File: src/rtl/imem_fetch_ctrl.sv
// Single-port instruction memory sequencer: boot-time loader writes, then arbitrated
// IF fetch / debug reads with a starvation guard, stopping on the halt sentinel.
module imem_fetch_ctrl #(
  parameter int unsigned AW     = 10,
  parameter int unsigned STARVE = 4
) (
  input  logic          i_clk,
  input  logic          i_rst_n,
  input  logic          i_ld_valid,
  input  logic [AW-1:0] i_ld_addr,
  input  logic [31:0]   i_ld_data,
  output logic          o_ld_ready,
  input  logic          i_ld_done,
  input  logic          i_if_req,
  input  logic [AW-1:0] i_if_addr,
  output logic          o_if_gnt,
  output logic          o_if_valid,
  output logic [31:0]   o_if_instr,
  input  logic          i_dbg_req,
  input  logic [AW-1:0] i_dbg_addr,
  output logic          o_dbg_gnt,
  output logic          o_dbg_valid,
  output logic [31:0]   o_dbg_data,
  output logic          o_mem_we,
  output logic          o_mem_re,
  output logic [AW-1:0] o_mem_addr,
  output logic [31:0]   o_mem_wdata,
  input  logic [31:0]   i_mem_rdata,
  input  logic          i_restart,
  output logic          o_halted,
  output logic [15:0]   o_fetch_count
);

  localparam logic [31:0] HaltWord  = 32'hFFFF_FFFF;
  localparam logic [3:0]  StarveLim = 4'(STARVE);

  typedef enum logic [1:0] {StLoad, StRun, StHalt} state_e;
  typedef enum logic [1:0] {OwnNone, OwnIf, OwnDbg} owner_e;

  state_e      r_state;
  owner_e      r_owner;
  logic [3:0]  r_starve;
  logic [31:0] r_if_instr;
  logic [31:0] r_dbg_data;
  logic        r_halted;
  logic [15:0] r_fetch_count;

  logic w_if_valid;
  logic w_dbg_valid;
  logic w_halt_trig;
  logic w_dbg_force;
  logic w_if_gnt;
  logic w_dbg_gnt;

  // Valids are qualified by reset so a read in flight when reset asserts is never delivered.
  assign w_if_valid  = i_rst_n && (r_owner == OwnIf);
  assign w_dbg_valid = i_rst_n && (r_owner == OwnDbg);
  assign w_halt_trig = w_if_valid && (i_mem_rdata == HaltWord);
  assign w_dbg_force = (r_starve >= StarveLim);

  assign o_if_gnt      = w_if_gnt;
  assign o_dbg_gnt     = w_dbg_gnt;
  assign o_if_valid    = w_if_valid;
  assign o_dbg_valid   = w_dbg_valid;
  assign o_if_instr    = w_if_valid ? i_mem_rdata : r_if_instr;
  assign o_dbg_data    = w_dbg_valid ? i_mem_rdata : r_dbg_data;
  assign o_halted      = r_halted;
  assign o_fetch_count = r_fetch_count;

  always_comb begin
    w_if_gnt    = 1'b0;
    w_dbg_gnt   = 1'b0;
    o_ld_ready  = 1'b0;
    o_mem_we    = 1'b0;
    o_mem_re    = 1'b0;
    o_mem_addr  = '0;
    o_mem_wdata = '0;
    if (i_rst_n) begin
      unique case (r_state)
        StLoad: begin
          o_ld_ready = 1'b1;
          if (i_ld_valid) begin
            o_mem_we    = 1'b1;
            o_mem_addr  = i_ld_addr;
            o_mem_wdata = i_ld_data;
          end
        end
        StRun: begin
          // The sentinel cycle issues no new read.
          if (!w_halt_trig) begin
            if (i_dbg_req && (w_dbg_force || !i_if_req)) begin
              w_dbg_gnt = 1'b1;
            end else if (i_if_req) begin
              w_if_gnt = 1'b1;
            end
          end
        end
        StHalt: w_dbg_gnt = i_dbg_req;
        default: ;
      endcase
      if (w_if_gnt) begin
        o_mem_re   = 1'b1;
        o_mem_addr = i_if_addr;
      end else if (w_dbg_gnt) begin
        o_mem_re   = 1'b1;
        o_mem_addr = i_dbg_addr;
      end
    end
  end

  always_ff @(posedge i_clk) begin
    if (!i_rst_n) begin
      r_state       <= StLoad;
      r_owner       <= OwnNone;
      r_starve      <= '0;
      r_if_instr    <= '0;
      r_dbg_data    <= '0;
      r_halted      <= 1'b0;
      r_fetch_count <= '0;
    end else begin
      unique case (r_state)
        StLoad: if (i_ld_done) r_state <= StRun;
        StRun: begin
          if (w_halt_trig) begin
            r_state  <= StHalt;
            r_halted <= 1'b1;
          end
        end
        StHalt: begin
          if (i_restart) begin
            r_state  <= StLoad;
            r_halted <= 1'b0;
          end
        end
        default: r_state <= StLoad;
      endcase

      r_owner <= w_if_gnt ? OwnIf : (w_dbg_gnt ? OwnDbg : OwnNone);

      if (w_dbg_gnt || !i_dbg_req) begin
        r_starve <= '0;
      end else if (r_starve != 4'hF) begin
        r_starve <= r_starve + 4'd1;
      end

      if (w_if_valid) begin
        r_if_instr <= i_mem_rdata;
        if (r_fetch_count != 16'hFFFF) r_fetch_count <= r_fetch_count + 16'd1;
      end
      if (w_dbg_valid) r_dbg_data <= i_mem_rdata;
    end
  end

endmodule

File: config.mk
export PLATFORM = sky130hd
export DESIGN_NAME = imem_fetch_ctrl
export DESIGN_NICKNAME = d
export VERILOG_FILES = /design/src/rtl/imem_fetch_ctrl.sv
export SDC_FILE = /design/constraint.sdc
export NUM_CORES = 1
export LEC_CHECK = 0
export CELL_PAD_IN_SITES_DETAIL_PLACEMENT = 1
export CELL_PAD_IN_SITES_GLOBAL_PLACEMENT = 1
export CORE_ASPECT_RATIO = 0.6
export CORE_MARGIN = 4
export CORE_UTILIZATION = 28
export CTS_CLUSTER_SIZE = 20
export DETAILED_ROUTE_END_ITERATION = 10
export PLACE_DENSITY_LB_ADDON = 0.3
export SETUP_SLACK_MARGIN = 0.3
export SYNTH_ARGS = -nofsm -noshare
export SYNTH_HDL_FRONTEND = slang
export SYNTH_SLANG_ARGS = --single-unit
File: constraint.sdc
create_clock -name i_clk -period 3 [get_ports i_clk]
set_clock_uncertainty 0.1 [all_clocks]
set_input_delay 0.6 -clock i_clk [delete_from_list [all_inputs] [get_ports i_clk]]
set_output_delay 0.6 -clock i_clk [all_outputs]
set_load 0.01 [all_outputs]
==> Word-level counts from Yosys, hierarchy flattened <==
Cells that the tools add are included.
{ "word_totals": {"reg_bits": 89, "latchBits": 0, "ram_bits": 0, "mem_bits_ro": 0, "inputBits": 101, "word_cells": 75, "memories": 0} }
{ "classes": {"add_sub_neg": 2, "mul": 0, "div_mod_pow": 0, "magnitude_cmp": 1, "eq_ne": 10, "shift": 0, "muxes": 38, "bitwise_logic": 1, "n_reduce_logical": 15} }
{ "op_table": {"columns": ["op", "n"], "rows": [
  ["32-bit two-way mux", 5],
  ["10-bit two-way mux", 5],
  ["32-bit == test, second input constant", 1],
  ["1-bit two-way mux", 21],
  ["16-bit by 1-bit adder with 16-bit output, second input constant", 1],
  ["16-bit != test, second input constant", 1],
  ["2-bit two-way mux", 4],
  ["2-bit != test, second input constant", 3],
  ["2-bit one-hot mux with 3 select lines", 1],
  ["3-bit AND reduction", 2],
  ["4-bit by 1-bit adder with 4-bit output, second input constant", 1],
  ["2-bit by 1-bit == test with 1-bit output, second input constant", 2],
  ["2-bit == test, second input constant", 2],
  ["4-bit by 3-bit greater-or-equal comparator with 1-bit output, second input constant", 1],
  ["1-bit logical AND", 4],
  ["4-bit != test, second input constant", 1],
  ["1-bit one-hot mux with 2 select lines", 2],
  ["2-bit OR reduction", 2],
  ["1-bit logical NOT", 2],
  ["2-bit logical NOT", 1],
  ["1-bit logical OR", 2],
  ["2-bit AND reduction", 1],
  ["2-bit nonzero test", 1],
  ["1-bit inverter", 1]
]} }

==> Logic depth before layout (Yosys ltp) <==
{ "logic_depth": {"ltp_word": 10, "depth_mapped": 8, "depth_no_buf": 7} }

==> Worst setup path before layout <==
No wires, ideal clock.
{ "synth_timing": {"path_type": "input to output", "startpoint": "input i_rst_n", "endpoint": "output o_mem_addr[0]", "arrival_ns": 1.989, "required_ns": 2.300, "setup_slack_ns": 0.311, "path_stages": 8, "path_cell_list": "buf_2 nand3b_4 nor2_1 a31o_1 buf_6 or2_1 buf_2 a311oi_1"} }
{ "synth_between": {"elab_chain_len": 8, "word_cells_on_any_way": 11, "classes_between": "mux (9); reduce/logical (2)"} }
{ "synth_lines": {"columns": ["item", "line", "source"], "rows": [
  ["from (decl)", "8", "input logic i_rst_n,"],
  ["1-bit logical AND", "56", "assign w_if_valid = i_rst_n && (r_owner == OwnIf);"],
  ["1-bit logical AND", "58", "assign w_halt_trig = w_if_valid && (i_mem_rdata == HaltWord);"],
  ["1-bit two-way mux", "90", "if (!w_halt_trig) begin"],
  ["1-bit one-hot mux with 2 select lines", "79", "unique case (r_state)"],
  ["1-bit two-way mux", "78", "if (i_rst_n) begin"],
  ["10-bit two-way mux", "104", "end else if (w_dbg_gnt) begin"],
  ["10-bit two-way mux", "101", "if (w_if_gnt) begin"],
  ["10-bit two-way mux (*)", "78", null],
  ["to (decl)", "26", "output logic [AW-1:0] o_mem_addr,"]
]} }
Mark *: on every way between the ends. The rest lies on a longest branch, timed or not. The select of a mux whose other input is x is not followed.

==> Final worst setup path <==
{ "layout_timing": {"startpoint": "input i_mem_rdata[15]", "endpoint": "output o_mem_addr[4]"} }
{ "layout_between": {"elab_chain_len": 8, "word_cells_on_any_way": 11, "classes_between": "eq/ne (1); mux (9); reduce/logical (1)"} }
{ "layout_lines": {"columns": ["item", "line", "source"], "rows": [
  ["from (decl)", "28", "input logic [31:0] i_mem_rdata,"],
  ["32-bit == test (*)", "58", null],
  ["1-bit logical AND (*)", "58", null],
  ["1-bit two-way mux", "90", null],
  ["1-bit one-hot mux with 2 select lines", "79", null],
  ["1-bit two-way mux", "78", null],
  ["10-bit two-way mux", "104", null],
  ["10-bit two-way mux (*)", "101", null],
  ["10-bit two-way mux (*)", "78", null]
]} }
Marks and branches as above.

==> results.cfg <==
[placement]
port_buffers = 230
dp.cells = 1019
dp_hpwl_um = 13900
gp_congestion = 0.791
dpl_cell_area_mm2 = 0.00748

[clock_tree]
cts-root-buf = clkbuf_16
htreeDepth = 3
clk_pin_slew_ns = 0.06
ctsHoldBuffers = 0
insertion_delay_ns = 0.33
cts_tree = yes
ctsLongestPathBuffers = 2
numCtsBuffers = 9
clock_sinks = 89

[grt]
grt_pass1_vias = 5612
grtUsageTotal_pct = 20.6
grt_max_degree = 45
grt_pass1_wl_um = 30900
antenna_found_initial = 0
grt_overflow = 0

[setup_path]
worstRegToRegCells = 8
reg2reg_slack_ns = 0.90
arrival_ns = 2.42
timing.rr.end = o_fetch_count[15]
crit_required_ns = 2.30
startpoint_type = input pin
cp-end-kind = output port
r2r-start = r_owner[1]
critPathKind = in2out
path_max_fanout = 7

[logic_synthesis]
synth_common_cells = nand2_1, and2_1, dfxtp_1
synth.top_cell.area_share_pct = 38.5
synth_area_mm2 = 0.00463
async_flop_share_pct = 0
synthAdderAreaFrac_pct = 1.89
synth_top_family_by_area = simple AND/OR/NAND/NOR gates
netlist_top_cells_area = dfxtp_1, and2_1, nand2_1, mux2_1, nand4_1
avgSynthCellArea_um2 = 8.16
yosys_most_used_dff = dfxtp_1
yosys-mux-area-fraction_pct = 8.64
ys_seq_area_share_pct = 38.5
synth_nets = 676
yosys_warnings = 0
syn-instance-count = 568
synthDistinctLibCells = 46
synth_most_common_cell = nand2_1
synth_xor_area_share_pct = 1.70
synthSimpleGateAreaFrac_pct = 34.2
ys_ff_latch = 89
synth_compound_area_share_pct = 10.3
synth_edf_count = 0
synth_top_area_cell = dfxtp_1

[power]
peakVddDrop_v = 0.000242
pwr-share-comb_pct = 38.0
powerDensity_mw_per_mm2 = 480
leakagePower_nw = 3.96
p_switching_w = 0.00119
p_int_w = 0.00281
clockPowerShare_pct = 31.0
swShare_pct = 29.8
power_frac_seq_pct = 31.1

[finish]
regArea_mm2 = 0.00178
final_cells = 1066
layout-drive-gt1-share_pct = 24.4
fin_nets = 960
final_area_mm2 = 0.00834
multi_input_area_mm2 = 0.00285
area_delta_synth_final_pct = 80.1
fill_cells = 1889
utilization_pct = 51.5

[min_path]
min_delay_path_depth = 2
hp-class = reg2reg
min_from = r_if_instr[28]
worstHoldEndpoint = r_if_instr[28]

[drt]
drc = 0
drt-pass1-iter-count = 6
via_count = 5264
first_iter_violations = 275
wl_um = 20400
final_antenna_net_count = 0
viasPerCell = 4.94
routedWlPerCell_um = 19.1

[sta]
fin_ws_ns = -0.119
finalCriticalPeriod_ns = 3.12
setup_viol = 10
slew_viol_final = 0
fin_crit_sh_pct = 104
rsz0062_at_grt = yes
relSlewSlack_pct = 72.3
report.final.hold_viol_count = 0
fmax_ghz = 0.321
max_slew.worst_pin.slew_ns = 0.412

[status]
outcome = finished, violations left
failed_checks = negative setup slack

[flow_run]
max_cap_viol_count = 0

[die]
coreArea_mm2 = 0.0162
dieArea_mm2 = 0.0187
die_y_um = 108
initial_core_util_pct = 28.6
io_pins = 231
die_w_um = 174
rows = 36
## power by group through the flow
stage	registers [W]	logic (W)	clock network [W]
floorplan	0.00127	0.000511	0
global placement	0.00127	0.00114	0
detailed placement	0.00127	0.00118	0
CTS	0.00124	0.00145	0.00128
global route	0.00125	0.00161	0.00133
finish	0.00124	0.00152	0.00124
## cell usage in the layout (no fill, tap or decap), types with 5 or more instances in the layout
cell,netlist,layout
nand2_1,116,115
and2_1,100,98
dfxtp_1,89,89
clkdlybuf4s50_1,0,87
dlygate4sd2_1,0,55
buf_4,0,53
buf_2,7,29
clkdlybuf4s15_1,0,27
nor2_1,26,25
nand4_1,20,20
mux2_1,27,20
buf_6,1,18
a21oi_1,16,16
nor3_1,16,16
mux2_2,5,12
clkbuf_16,0,11
clkbuf_2,0,11
buf_12,0,10
a211oi_2,0,9
a311oi_2,0,9
inv_1,8,7
xnor2_1,6,6
ha_1,7,6
clkdlybuf4s15_2,0,6
o21ai_0,5,5
o2111ai_1,10,5
nand3_1,6,5
nor4_1,6,5
o211ai_1,5,5
buf_16,0,5
dlymetal6s2s_1,0,5
## worst max-delay path by stage
stage                     from            end  cells past startpoint
6_report       i_mem_rdata[15]  o_mem_addr[4]                     11
2_1_floorplan          i_rst_n  o_mem_addr[0]                      8
4_1_cts        i_mem_rdata[13]  o_mem_addr[2]                     11
3_5_place_dp   i_mem_rdata[14]  o_mem_addr[2]                      8
3_3_place_gp   i_mem_rdata[14]  o_mem_addr[2]                      8
5_1_grt        i_mem_rdata[13]  o_mem_addr[7]                     11
## stage by stage
step | TNS, ns | worst slack (ns) | hold WS [ns] | power [W]
2_1_floorplan | 0 | 0.311 | 0.344 | 0.00178
3_3_place_gp | -13.47 | -1.05 | 0.351 | 0.00240
3_5_place_dp | -13.71 | -1.05 | 0.363 | 0.00245
4_1_cts | -0.365 | -0.0781 | 0.372 | 0.00397
5_1_grt | -1.44 | -0.176 | 0.408 | 0.00419
6_report | -0.740 | -0.119 | 0.373 | 0.00400
## flip-flops by register name, summed over array words and instances, names as in the netlist
signal         count
r_dbg_data        32
r_if_instr        32
o_fetch_count     16
r_starve           4
r_owner            2
r_state            2
o_halted           1
## cells by family (layout without fill, tap and decap cells)
family	Yosys count	after routing
other	0	1
xor gates and xnor gates	9	9
and+or+nand+nor	308	308
DFF	89	89
adders and majority gates	7	7
AOI/OAI and AO/OA	68	68
buffers and inverters	51	339
muxes	36	36
## routing by layer
metal | share of wire (%) | vias to the layer above | GRT usage (%)
met5 | 0 | - | 0
met4 | 2.1 | 0 | 6.44
met3 | 4.8 | 36 | 5.02
met2 | 50 | 145 | 36.0
met1 | 43 | 2561 | 25.3
li1 | - | 2522 | -
## cell type report
class	instances	area share, %
multi-input combinational	428	34.2
tap	209	3.13
antenna	1	0.0300
clock inverter	4	0.915
timing repair buffer	313	36.8
inverter	11	0.555
clock buffer	11	3.03
sequential	89	21.4
## worst max-delay path: stages
cell	delay, ns
buf_2	0.12
nand4_1	0.14
nor4_4	0.06
buf_4	0.16
a31o_4	0.24
buf_6	0.12
buf_12	0.13
or2_4	0.25
buf_6	0.15
a311oi_1	0.27
buf_2	0.18
## repair_timing
item	in CTS	in global routing
pin swaps	25	4
endpoints found under the setup margin	120	52
buffers inserted	19	1
resized for setup	340	75
gates cloned	9	2
(Power assumes the default switching activity.)
==> RTL change (same settings) <==
Set the parameter `AW` to 11 (it was 10).
--- a/src/rtl/imem_fetch_ctrl.sv
+++ b/src/rtl/imem_fetch_ctrl.sv
@@ -3,3 +3,3 @@
 module imem_fetch_ctrl #(
-  parameter int unsigned AW     = 10,
+  parameter int unsigned AW     = 11,
   parameter int unsigned STARVE = 4
Ports: changed (resized i_dbg_addr, i_if_addr, i_ld_addr and o_mem_addr); port bits go from 231 to 235. No check against the original RTL was run, so the function may have changed too.
==> RTL change against the original RTL <==
The flow still finishes with violations (negative setup slack); power is 2.6% higher; design area rose by 9.0%; count of clock-buffer cells in the layout decreased by 1; non-clock buffer count is 45 higher; hold slack improved by 0.049 ns; routed wire length grew 19%; area after synthesis rose by 3.4%; clock power shrank 8%; maximum frequency increased by 3.8%; utilization up 3.7 points; worst setup slack improved by 0.12 ns; sequential cell count is the same; largest cell class unchanged.
==> RTL change: results <==
[status]
status = finished, violations left
violations = negative setup slack

[timing]
hold_slack_ns = 0.422
setup_ws_ns = -0.00339
slew_headroom_pct = 40.6
fin_tns_setup_ns = -0.00339
setup_viol = 1

[cells_and_area]
clk_share_pct = 3.26
fillers = 1906
drive_gt1_share_pct = 36.6
multiInputGateArea_um2 = 3230
final_cell_area_um2 = 9090
nMultiInputCombCells = 439
instances_no_fill = 1139
inv_count = 9
fin_nets = 1017
diodes = 0
final-nonclk-buf-share_pct = 38.0
buffers = 358
clkbuf_count = 10

[synthesis]
synth_nets = 688
ys_top_cells_by_count = nand2_1 (121), and2_1 (110), dfxtp_1 (89)
ys_top_cells_by_area = dfxtp_1 (37%), and2_1 (14%), nand2_1 (9.5%)
netlist_instances = 577
seq_area_frac_synth_pct = 37.2
ys_types = 52

[route]
met1_length_um = 10300
via_count = 5719
drtIter0Drc = 298
dr.pass1.iters = 4
wl_met3_um = 1860
route.met2.wl_um = 11500
post_drt_wl_per_cell_um = 21.3

[grt]
grtUsageMet2_pct = 38.4
grt_usage_pct = 22.8
use_met3_pct = 6.05
antenna_found_initial = 0
grt_pass1_wl_um = 34200
grt_pass1_vias = 6250
use_met1_pct = 29.0
grt_max_degree = 51

[setup_path]
crit_fanout = 5
cp.arrival_ns = 2.30
r2r_slack_ns = 0.61
reg2reg_from = o_fetch_count[3]$_SDFFE_PN0P_
worstReg2RegEnd = o_fetch_count[5]$_SDFFE_PN0P_

[place]
gp_congestion = 0.829
dpl_worst_slack_ns = -0.886
place_area_um2 = 7820
dp_cells = 1065

[power_and_ir_drop]
leakagePower_nw = 4.27
vdd_ir_drop_max_uv = 228
p_sw_mw = 1.37

[hold_path]
hold_start = o_fetch_count[12]$_SDFFE_PN0P_
hold_depth = 2
hold-path-endpoint = o_fetch_count[12]$_SDFFE_PN0P_
[RTL change: cell types whose count changed after synthesis, moves of 12 or more]
cell and delta:
mux2_1 -27, mux2_2 +27, nor2_1 -13, o31ai_1 +13
a31oi_1 +12, nor3_1 -12
[RTL change: timing repair]
item / CTS / global route
gates cloned: 13 / 2
pin swaps: 39 / 19
setup endpoints to repair: 112 / 97
endpoints found under the hold margin: 0 / 0
buffers inserted: 21 / 22
resized for setup: 383 / 154
[RTL change: worst max-delay path: stages]
cell and delay, ns:
dlygate4sd2_1 0.36, and2_4 0.23, buf_2 0.21, nand4_1 0.17, nor2_1 0.15, a211oi_1 0.06
buf_4 0.14, a31oi_1 0.20, buf_2 0.18
[RTL change: cells by family (layout without fill, tap and decap cells)]
logic type	count (synthesis)	count (layout)	share of synthesized area (%)
flip-flops	89	89	37.2
XOR/XNOR	8	8	1.46
AND/OR/NAND/NOR	303	304	33.9
adder cells (fa/ha/maj)	7	7	1.83
multiplexers	38	38	8.77
buffers and inverters	50	383	4.52
AO/OA/AOI/OAI	82	82	12.3
[RTL change: worst max path at each step]
stage / from / end
2_1_floorplan: i_mem_rdata[30] / o_mem_addr[5]
3_3_place_gp: i_mem_rdata[6] / o_mem_addr[10]
3_5_place_dp: i_mem_rdata[24] / o_mem_addr[10]
4_1_cts: i_mem_rdata[16] / o_mem_addr[10]
5_1_grt: i_dbg_req / o_mem_addr[7]
6_report: i_dbg_req / o_mem_addr[8]
[RTL change: power groups by stage]
stage | Combinational (mW) | Clock, mW | Sequential [mW]
6_report | 1.72 | 1.14 | 1.25
5_1_grt | 1.81 | 1.22 | 1.25
4_1_cts | 1.55 | 1.17 | 1.25
3_5_place_dp | 1.24 | 0 | 1.27
3_3_place_gp | 1.20 | 0 | 1.27
2_1_floorplan | 0.523 | 0 | 1.27
